<file path="config.mk">
export PLATFORM = sky130hd
export DESIGN_NAME = mips_prog_loader
export DESIGN_NICKNAME = d
export VERILOG_FILES = /design/src/rtl/mips_pkg.sv /design/src/rtl/mips_byte_packer.sv /design/src/rtl/mips_prog_loader.sv
export SDC_FILE = /design/constraint.sdc
export NUM_CORES = 1
export LEC_CHECK = 0
export ABC_CLOCK_PERIOD_IN_PS = 7000
export CORE_MARGIN = 2
export CORE_UTILIZATION = 55
export CTS_CLUSTER_DIAMETER = 60
export DETAILED_ROUTE_END_ITERATION = 8
export GPL_ROUTABILITY_DRIVEN = 0
export PLACE_DENSITY = 0.95
export SLEW_MARGIN = 5
export SYNTH_ARGS = -nofsm -noshare
export SYNTH_HDL_FRONTEND = slang
export SYNTH_SLANG_ARGS = --single-unit
</file>
<file path="constraint.sdc">
create_clock -name clk1 -period 7 [get_ports clk1]
set_clock_uncertainty 0.05 [all_clocks]
set_input_delay 1.75 -clock clk1 [delete_from_list [all_inputs] [get_ports clk1]]
set_output_delay 1.75 -clock clk1 [all_outputs]
set_load 0.005 [all_outputs]
</file>
<file path="src/rtl/mips_pkg.sv">
// ============================================================================
// Module   : mips_pkg
// Brief    : Shared loader state encoding, MIPS opcodes and instruction types.
// Options  : CHECKSUM_EN adds the CHK loader state
// Revision : 1.0
// ============================================================================
`default_nettype none

package mips_pkg;

    typedef enum logic [2:0] {
        S_IDLE = 3'd0,
        S_HDR  = 3'd1,
        S_LOAD = 3'd2,
`ifdef CHECKSUM_EN
        S_CHK  = 3'd3,
`endif
        S_DONE = 3'd4,
        S_ERR  = 3'd5
    } loader_state_t;

    typedef enum logic [2:0] {
        RR_ALU = 3'd0,
        RM_ALU = 3'd1,
        LOAD   = 3'd2,
        STORE  = 3'd3,
        BRANCH = 3'd4,
        HALT   = 3'd5
    } instr_type_t;

    localparam logic [5:0] c_OP_ADD   = 6'b000000;
    localparam logic [5:0] c_OP_SUB   = 6'b000001;
    localparam logic [5:0] c_OP_AND   = 6'b000010;
    localparam logic [5:0] c_OP_OR    = 6'b000011;
    localparam logic [5:0] c_OP_SLT   = 6'b000100;
    localparam logic [5:0] c_OP_MUL   = 6'b000101;
    localparam logic [5:0] c_OP_LW    = 6'b001000;
    localparam logic [5:0] c_OP_SW    = 6'b001001;
    localparam logic [5:0] c_OP_ADDI  = 6'b001010;
    localparam logic [5:0] c_OP_SUBI  = 6'b001011;
    localparam logic [5:0] c_OP_SLTI  = 6'b001100;
    localparam logic [5:0] c_OP_BNEQZ = 6'b001101;
    localparam logic [5:0] c_OP_BEQZ  = 6'b001110;
    localparam logic [5:0] c_OP_HLT   = 6'b111111;

    // Unknown opcodes are treated as HALT so a corrupt image stops the core.
    function automatic instr_type_t op_type(input logic [5:0] op);
        instr_type_t t;
        t = HALT;
        case (op)
            c_OP_ADD, c_OP_SUB, c_OP_AND,
            c_OP_OR, c_OP_SLT, c_OP_MUL:     t = RR_ALU;
            c_OP_ADDI, c_OP_SUBI, c_OP_SLTI: t = RM_ALU;
            c_OP_LW:                         t = LOAD;
            c_OP_SW:                         t = STORE;
            c_OP_BNEQZ, c_OP_BEQZ:           t = BRANCH;
            default:                         t = HALT;
        endcase
        return t;
    endfunction

endpackage

`default_nettype wire

</file>
<file path="src/rtl/mips_byte_packer.sv">
// ============================================================================
// Module   : mips_byte_packer
// Brief    : Assembles accepted bytes big-endian into 32-bit words.
// Revision : 1.0
// ============================================================================
`default_nettype none

module mips_byte_packer (
    input  logic        clk1,
    input  logic        rst,
    input  logic [7:0]  i_byte,
    input  logic        i_byte_valid,
    output logic [31:0] o_word,
    output logic        o_word_valid,
    output logic        o_last_byte
);

    logic [1:0]  r_cnt;
    logic [31:0] r_word;
    logic        r_word_valid;

    always_ff @(posedge clk1) begin
        if (rst) begin
            r_cnt        <= 2'd0;
            r_word       <= 32'd0;
            r_word_valid <= 1'b0;
        end else begin
            r_word_valid <= 1'b0;
            if (i_byte_valid) begin
                r_word <= {r_word[23:0], i_byte};
                r_cnt  <= r_cnt + 2'd1;
                if (r_cnt == 2'd3) begin
                    r_word_valid <= 1'b1;
                end
            end
        end
    end

    assign o_word       = r_word;
    assign o_word_valid = r_word_valid;
    assign o_last_byte  = (r_cnt == 2'd3);

endmodule

`default_nettype wire

</file>
<file path="src/rtl/mips_prog_loader.sv">
// ============================================================================
// Module   : mips_prog_loader
// Brief    : Streams a length-prefixed program into instruction memory.
// Options  : CHECKSUM_EN enables an XOR trailer-word check before run
// Revision : 1.0
// ============================================================================
`default_nettype none

module mips_prog_loader #(
    parameter int ADDR_W    = 10,
    parameter int BASE_ADDR = 0
) (
    input  logic              clk1,
    input  logic              rst,
    input  logic              start,
    input  logic [7:0]        in_data,
    input  logic              in_valid,
    output logic              in_ready,
    output logic              mem_we,
    output logic [ADDR_W-1:0] mem_addr,
    output logic [31:0]       mem_wdata,
    output logic              cpu_run,
    output logic              busy,
    output logic              error,
    output logic [ADDR_W:0]   words_loaded
);

    import mips_pkg::*;

    localparam logic [ADDR_W-1:0] c_BASE  = ADDR_W'(BASE_ADDR);
    localparam logic [32:0]       c_MAX_N = 33'd1 << ADDR_W;

    loader_state_t     r_state;
    logic              r_in_ready;
    logic              r_busy;
    logic              r_cpu_run;
    logic              r_error;
    logic [ADDR_W-1:0] r_addr;
    logic [ADDR_W:0]   r_count;
    logic [ADDR_W:0]   r_words;
`ifdef CHECKSUM_EN
    logic [31:0]       r_xor;
`endif

    logic              w_accept;
    logic              w_accept_last;
    logic              w_last_byte;
    logic [31:0]       w_word;
    logic              w_word_valid;
    logic              w_n_bad;
    logic [ADDR_W:0]   w_words_inc;

    mips_byte_packer u_packer (
        .clk1         (clk1),
        .rst          (rst),
        .i_byte       (in_data),
        .i_byte_valid (w_accept),
        .o_word       (w_word),
        .o_word_valid (w_word_valid),
        .o_last_byte  (w_last_byte)
    );

    assign w_accept      = in_valid & r_in_ready;
    assign w_accept_last = w_accept & w_last_byte;
    assign w_n_bad       = (w_word == 32'd0) || ({1'b0, w_word} > c_MAX_N);
    assign w_words_inc   = r_words + (ADDR_W + 1)'(1);

    // in_ready drops for the cycle after every 4th byte, so each completed
    // word is consumed by the FSM with no byte transfer in flight.
    always_ff @(posedge clk1) begin
        if (rst) begin
            r_state    <= S_IDLE;
            r_in_ready <= 1'b0;
            r_busy     <= 1'b0;
            r_cpu_run  <= 1'b0;
            r_error    <= 1'b0;
            r_addr     <= '0;
            r_count    <= '0;
            r_words    <= '0;
`ifdef CHECKSUM_EN
            r_xor      <= 32'd0;
`endif
        end else begin
            if (w_accept_last) begin
                r_in_ready <= 1'b0;
            end
            case (r_state)
                S_IDLE: begin
                    if (start) begin
                        r_state    <= S_HDR;
                        r_in_ready <= 1'b1;
                        r_busy     <= 1'b1;
                        r_addr     <= c_BASE;
                    end
                end
                S_HDR: begin
                    if (w_word_valid) begin
                        if (w_n_bad) begin
                            r_state <= S_ERR;
                            r_busy  <= 1'b0;
                            r_error <= 1'b1;
                        end else begin
                            r_state    <= S_LOAD;
                            r_count    <= w_word[ADDR_W:0];
                            r_in_ready <= 1'b1;
                        end
                    end
                end
                S_LOAD: begin
                    if (w_word_valid) begin
                        r_addr  <= r_addr + ADDR_W'(1);
                        r_words <= w_words_inc;
`ifdef CHECKSUM_EN
                        r_xor   <= r_xor ^ w_word;
`endif
                        if (w_words_inc == r_count) begin
`ifdef CHECKSUM_EN
                            r_state    <= S_CHK;
                            r_in_ready <= 1'b1;
`else
                            r_state   <= S_DONE;
                            r_busy    <= 1'b0;
                            r_cpu_run <= 1'b1;
`endif
                        end else begin
                            r_in_ready <= 1'b1;
                        end
                    end
                end
`ifdef CHECKSUM_EN
                S_CHK: begin
                    if (w_word_valid) begin
                        r_busy <= 1'b0;
                        if (w_word == r_xor) begin
                            r_state   <= S_DONE;
                            r_cpu_run <= 1'b1;
                        end else begin
                            r_state <= S_ERR;
                            r_error <= 1'b1;
                        end
                    end
                end
`endif
                default: begin
                    // DONE and ERR hold until reset
                end
            endcase
        end
    end

    assign in_ready     = r_in_ready;
    assign mem_we       = w_word_valid && (r_state == S_LOAD);
    assign mem_addr     = r_addr;
    assign mem_wdata    = w_word;
    assign cpu_run      = r_cpu_run;
    assign busy         = r_busy;
    assign error        = r_error;
    assign words_loaded = r_words;

endmodule

`default_nettype wire

</file>
==> results of run 1 <==
metrics by stage:
step,area [µm²],hold slack (ns)
detailed placement,4028,0.3895
CTS,4208,0.4002
finish,4208,0.4010
global placement,4028,0.3904
global route,4208,0.4399
floorplan,3327,0.3900
worst paths after layout:
path | from | depth (start not counted) | end | slack (ns)
hold reg to reg | error | 2 | error | 0.40
setup reg to reg | u_packer.o_word[3] | 6 | r_count[5] | 4.14
hold / removal | error | 2 | error | 0.40
setup / recovery | r_state[1] | 4 | mem_we | 3.39
final cells by class:
cell class / instances / share of cell area
Clock buffer: 10 / 0.03271
Inverter: 11 / 0.009813
Timing Repair Buffer: 70 / 0.1647
Multi-Input combinational cell: 305 / 0.4083
Tap cell: 75 / 0.02230
Sequential cell: 74 / 0.3521
Clock inverter: 3 / 0.01011
cell families (layout without fill, tap and decap cells):
group,Yosys count,after routing,share of synthesized area
fa+ha+maj,3,3,0.01128
compound gates,71,71,0.1271
flops,74,74,0.4453
xor+xnor,26,26,0.06845
buf+inv,33,94,0.03986
simple gates,192,192,0.2689
mux,13,13,0.03911
where the power goes:
part,internal (mW),switching [mW]
clock network,0.168,0.154
registers,0.429,0.0109
logic,0.0268,0.0355
total,0.623,0.200
registers in the layout, summed over array words and instances, names as in the netlist:
register,count
busy,1
cpu_run,1
error,1
in_ready,1
mem_addr,10
r_count,11
r_state,3
u_packer.o_word,32
u_packer.o_word_valid,1
u_packer.r_cnt,2
words_loaded,11
worst max-delay path: cells and delay by family (launching register included):
kind                   cells  cell delay (ns)
and+or+nand+nor            2             0.23
DFF                        1             0.42
buffers and inverters      2             0.80
cells in the final DEF (no fill, tap or decap), drive strengths merged, types with 2 or more instances in the layout:
master         synthesis  routed
nor2                  48      48
nor3b                  2       2
o2111a                 2       2
mux2i                 13      13
or4                    3       3
or3                    4       4
nor3                   9       9
nand2                 80      80
nand3                  7       7
o211ai                 2       2
and4                   2       2
clkbuf                19      10
clkdlybuf4s50          0      68
xor2                  12      12
nor4                   7       7
nor2b                  2       2
buf                    3       2
nand4b                 4       4
ha                     3       3
nand4                  9       9
inv                   11      11
or2                    3       3
a21oi                 45      45
xnor2                 14      14
o21ai                  5       5
and3                   6       6
nand2b                 3       3
dfxtp                 74      74
and2                   3       3
a31oi                  4       4
a31o                   2       2
per-layer routing:
metal	GRT usage	vias up	part of all wire
li1	-	1531	-
met1	0.3350	1501	0.40
met2	0.4480	185	0.48
met3	0.05934	33	0.083
met4	0.1333	0	0.031
met5	0	-	0
==> out/qor.txt, run 1 <==
Status: finished, final reports clean
Count of pins over their slew limit: 0
Core ar.: 5886 µm²
FFs w/ async S/R, synth: 0
Worst-path cell with the longest stage delay: sky130_fd_sc_hd__clkdlybuf4s50_1
Area delta synth->final: 26.48%
Aggregate negative setup slack: 0 ns
Worst slew margin relative to its limit: 0.2554
Area enclosed by the die boundary: 6687 µm²
Number of standard-cell rows in the floorplan: 28
Final Hold Violating Endpoints: 0
Via count of the first global-routing pass: 3,068
Max incr delay on CP: 0.54 ns
Portion of synthesized cell area occupied by the leading cell type: 0.4453
Synth area leaders: sky130_fd_sc_hd__dfxtp_1 45%, sky130_fd_sc_hd__nand2_1 9.0%, sky130_fd_sc_hd__a21oi_1 6.8%, sky130_fd_sc_hd__nor2_1 5.4%, sky130_fd_sc_hd__mux2i_1 3.9%
Sequential cell area: 1481 µm²
Worst vdd rail ir drop: 0.1129 mV
Count of synthesis-stage warnings from yosys: 0
Vias per inst: 5.931
Max-capacitance violation count: 0
Predominant post-synthesis flop cell: sky130_fd_sc_hd__dfxtp_1
Sequential share of the synthesized area: 0.4453
Resized Gates After CTS: 0
RSZ-0062 raised after global routing: no
Util after Layout: 0.7149
Critical path cell sequence: nand2_1, nor3_2, buf_4, clkdlybuf4s50_1
Crit start category: flop
First-pass GRT wire length: 14.02 mm
Initial antenna violation count: 0
Type of element capturing the critical path: output pin
Mean instance size in the synthesized netlist: 8.075 µm²
Layout net count: 486
Crit path required time: 5.20 ns
Number of enable-type register cells in the synthesized netlist: 0
Antenna Diode Count: 0
Number of standard cells after synthesis: 412
Total routing usage reported by global routing: 0.2715
Number of distinct library cell variants in the gate-level netlist after synthesis: 45
Starting DRT DRC Count: 394
Buffer depth of the longest clock path: 2
Fill cell instance count of the final layout: 463
Final routed wire length divided by cell count: 15.73 µm
Count of vias placed by the detailed router: 3,250
Die Y: 81.78 µm
PortBufs: 69
Detailed placement HPWL: 5.788 mm
Total global routing overflow: 0
Minimum period implied by the final worst setup slack: 3.607 ns
Clock root cell: sky130_fd_sc_hd__clkbuf_8
Synth Net Count: 427
Most repeated cell in the gate-level netlist after synthesis: sky130_fd_sc_hd__nand2_1
Total standard cell area after synthesis: 3327 µm²
Die W: 81.78 µm
Post-Layout Cell Count: 548
Setup violations, final: 0
Hold Path Class: flop to flop
Crit path DAT: 1.81 ns
Tightest Pin Transition: 1.117 ns
Fmax: 0.2772 GHz
Clock buffers created by TritonCTS: 9
Antenna-violating nets left: 0
Dpl cells: 535
Depth of the CTS H-tree: 3
Start-to-end type of the worst setup path: flop to output pin
Number of I/O pins: 70
Crit Path Max Fanout: 18
Synthesis-stage register bit count: 74
TritonCTS Sinks: 74
Hold Buf Count CTS: 0
DRC violations left: 0
Yosys top cell by area: sky130_fd_sc_hd__dfxtp_1
Pre-CTS worst setup slack: 3.271 ns
Maximum number of pins on one net before global-route repair: 65
Final period util: 0.5153
Clock network latency to the later pin of the worst-skew pair: 0.35 ns
Leading cell types by count after synthesis: 80 x sky130_fd_sc_hd__nand2_1, 74 x sky130_fd_sc_hd__dfxtp_1, 48 x sky130_fd_sc_hd__nor2_1
Post-detailed-routing wire length: 8.621 mm
Starting density of the core: 0.5653
Post-route worst setup slack: 3.393 ns
Share of final-layout standard cells stronger than drive strength 1: 0.04863
Static leakage power: 1.554 nW
Initial DRT Pass Iterations: 7
Post-CTS clock slew at the launch and capture registers of the worst setup and hold paths: 0.07 ns
Number of buffers inserted to repair setup after CTS: 0
Power after layout: 0.8234 mW
Area of the multi-input gates: 1718 µm²
Pwr dens: 195.7 nW/µm²
Clock tree from TritonCTS: yes
No activity file was read; power rests on OpenSTA's default activity.
==> run 2, diff against run 1 <==
--- a/config.mk
+++ b/config.mk
@@ -5,13 +5,13 @@
 export SDC_FILE = /design/constraint.sdc
 export NUM_CORES = 1
 export LEC_CHECK = 0
-export ABC_CLOCK_PERIOD_IN_PS = 7000
+export ABC_CLOCK_PERIOD_IN_PS = 3300
 export CORE_MARGIN = 2
-export CORE_UTILIZATION = 55
+export CORE_UTILIZATION = 46
 export CTS_CLUSTER_DIAMETER = 60
 export DETAILED_ROUTE_END_ITERATION = 8
 export GPL_ROUTABILITY_DRIVEN = 0
-export PLACE_DENSITY = 0.95
+export PLACE_DENSITY = 0.86
 export SLEW_MARGIN = 5
 export SYNTH_ARGS = -nofsm -noshare
 export SYNTH_HDL_FRONTEND = slang
==> constraint.sdc (replaced) <==
create_clock -name clk1 -period 3.3 [get_ports clk1]
set_clock_uncertainty 0.05 [all_clocks]
set_input_delay 0.825 -clock clk1 [delete_from_list [all_inputs] [get_ports clk1]]
set_output_delay 0.825 -clock clk1 [all_outputs]
set_load 0.005 [all_outputs]
==> out/qor.txt, run 2 (same netlist as run 1, synthesis figures left out) <==
Static leakage power: 1.594 nW (+2.6%)
Initial antenna violation count: 0 (unchanged)
Hold path cells: 2 (unchanged)
PortBufs: 69 (unchanged)
Max-capacitance violation count: 0 (unchanged)
Pre-CTS worst setup slack: 0.6701 ns (-2.601 ns)
Via count of the first global-routing pass: 2,827 (-7.9%)
Sequential cell area: 1481 µm² (unchanged)
Initial DRT Pass Iterations: 5 (-2)
TritonCTS Sinks: 74 (unchanged)
Final Hold Violating Endpoints: 0 (unchanged)
Number of I/O pins: 70 (unchanged)
Most common cell after layout, fill and taps aside: sky130_fd_sc_hd__nand2_1
Count of pins over their slew limit: 0 (unchanged)
Crit path DAT: 2.89 ns (+1.08 ns)
First-pass GRT wire length: 13.25 mm (-5.5%)
Fmax: 0.3802 GHz
Type of element capturing the critical path: flop
Crit Path Max Fanout: 13 (-5)
DRC violations left: 0 (unchanged)
HP Start: cpu_run
Start point of the critical path: u_packer.o_word[2]
Hold Path Class: flop to flop
Total global routing overflow: 0 (unchanged)
Clock buffers created by TritonCTS: 9 (unchanged)
Clock network latency to the later pin of the worst-skew pair: 0.36 ns (about the same)
Layout net count: 490 (+0.82%)
Worst reg2reg path startpoint: u_packer.o_word[2]
Crit path required time: 3.56 ns (-1.64 ns)
Power after layout: 1.870 mW (+130%)
Area delta synth->final: 29.56%
Starting DRT DRC Count: 224 (-43%)
Pwr dens: 433.9 nW/µm² (+120%)
Clock tree from TritonCTS: yes
Maximum number of pins on one net before global-route repair: 44 (-32%)
Commonest cells after routing, fill and taps aside: 80 x sky130_fd_sc_hd__nand2_1, 74 x sky130_fd_sc_hd__dfxtp_1, 68 x sky130_fd_sc_hd__clkdlybuf4s50_1, 48 x sky130_fd_sc_hd__nor2_1, 45 x sky130_fd_sc_hd__a21oi_1
Post-CTS clock slew at the launch and capture registers of the worst setup and hold paths: 0.08 ns (about the same)
Vias per inst: 5.509 (-7.1%)
Start-to-end type of the worst setup path: flop to flop
RSZ-0062 raised after global routing: no
Post-route worst setup slack: 0.6695 ns (-2.723 ns)
Final period util: 0.7971
Max incr delay on CP: 0.55 ns (about the same)
Fill cell instance count of the final layout: 647 (+40%)
Area of the multi-input gates: 1718 µm² (unchanged)
Status: finished, final reports clean
Count of vias placed by the detailed router: 3,190 (-1.8%)
Number of standard-cell rows in the floorplan: 31 (+11%)
Final routed wire length divided by cell count: 14.38 µm (-8.6%)
Worst vdd rail ir drop: 0.3336 mV (+200%)
Cell Area, Placed: 4088 µm² (+1.5%)
Die W: 89.05 µm (+8.9%)
Cell depth of the worst flop-to-flop path: 6 (unchanged)
Post-detailed-routing wire length: 8.325 mm (-3.4%)
Detailed placement HPWL: 5.815 mm (+0.48%)
Crit start category: flop
Depth of the CTS H-tree: 3 (unchanged)
Critical path cell sequence: or4_1, o31a_1, nor4_2, nand4_2, a21oi_1, a31o_2
Starting density of the core: 0.4662 (-0.09910)
Setup slack of the most critical reg-to-reg path: 0.67 ns (-3.47 ns)
Antenna Diode Count: 0 (unchanged)
Cell area after layout: 4310 µm² (+2.4%)
Setup violations, final: 0 (unchanged)
Buffer depth of the longest clock path: 2 (unchanged)
Antenna-violating nets left: 0 (unchanged)
Aggregate negative setup slack: 0 ns (unchanged)
Share of final-layout standard cells stronger than drive strength 1: 0.06250 (+0.01387)
Worst-path cell with the longest stage delay: sky130_fd_sc_hd__or4_1
Core ar.: 7137 µm² (+21%)
Number of buffers inserted to repair setup after CTS: 0 (unchanged)
Area enclosed by the die boundary: 7929 µm² (+19%)
Worst slew margin relative to its limit: 0.6619 (+0.4064)
Clock root cell: sky130_fd_sc_hd__clkbuf_8
Die Y: 89.05 µm (+8.9%)
Total routing usage reported by global routing: 0.2156 (-0.05592)
Hold Buf Count CTS: 0 (unchanged)
Largest register FFs: 32 (unchanged)
Minimum period implied by the final worst setup slack: 2.630 ns
Tightest Pin Transition: 0.5060 ns (-0.6108 ns)
Resized Gates After CTS: 0 (unchanged)
-- run 2: metal layers --
metal	up-vias	track usage	part of all wire	routed length, µm
met4	0	0.1194	0.029	244
li1	1544	-	-	-
met3	23	0.05355	0.080	662
met2	154	0.3412	0.47	3909
met1	1469	0.2699	0.42	3509
met5	-	0	0	0
-- run 2: final cells by class --
class	count	area share
clock inverter	7	0.02293
inverter	11	0.009579
multi-input combinational	305	0.3985
timing repair buffer	74	0.1678
sequential	74	0.3437
clock buffer	9	0.02874
tap	99	0.02874
-- run 2: where the power goes --
group / switching (mW) / total (mW) / internal [mW]
Combinational: 0.0764 / 0.139 / 0.0622
Clock: 0.368 / 0.800 / 0.432
Sequential: 0.0226 / 0.932 / 0.909
Total: 0.467 / 1.87 / 1.40
-- run 2: final timing paths --
check,to
worst max-delay path,in_ready
worst max register to register,in_ready
worst min-delay path,cpu_run
worst min register to register,cpu_run
-- run 2: worst max-delay path: cells and delay by family (launching register included) --
kind | cells | cell delay (ns)
AOI/OAI and AO/OA | 3 | 0.76
DFF | 1 | 0.35
and+or+nand+nor | 3 | 1.42
-- run 2: metrics by stage --
stage | hold slack, ns | utilization | std cells
floorplan | 0.3900 | - | 412
global placement | 0.3882 | 0.5728 | 563
detailed placement | 0.3889 | 0.5728 | 563
CTS | 0.4020 | 0.6040 | 579
global route | 0.4249 | 0.6040 | 579
finish | 0.3983 | 0.6040 | 579
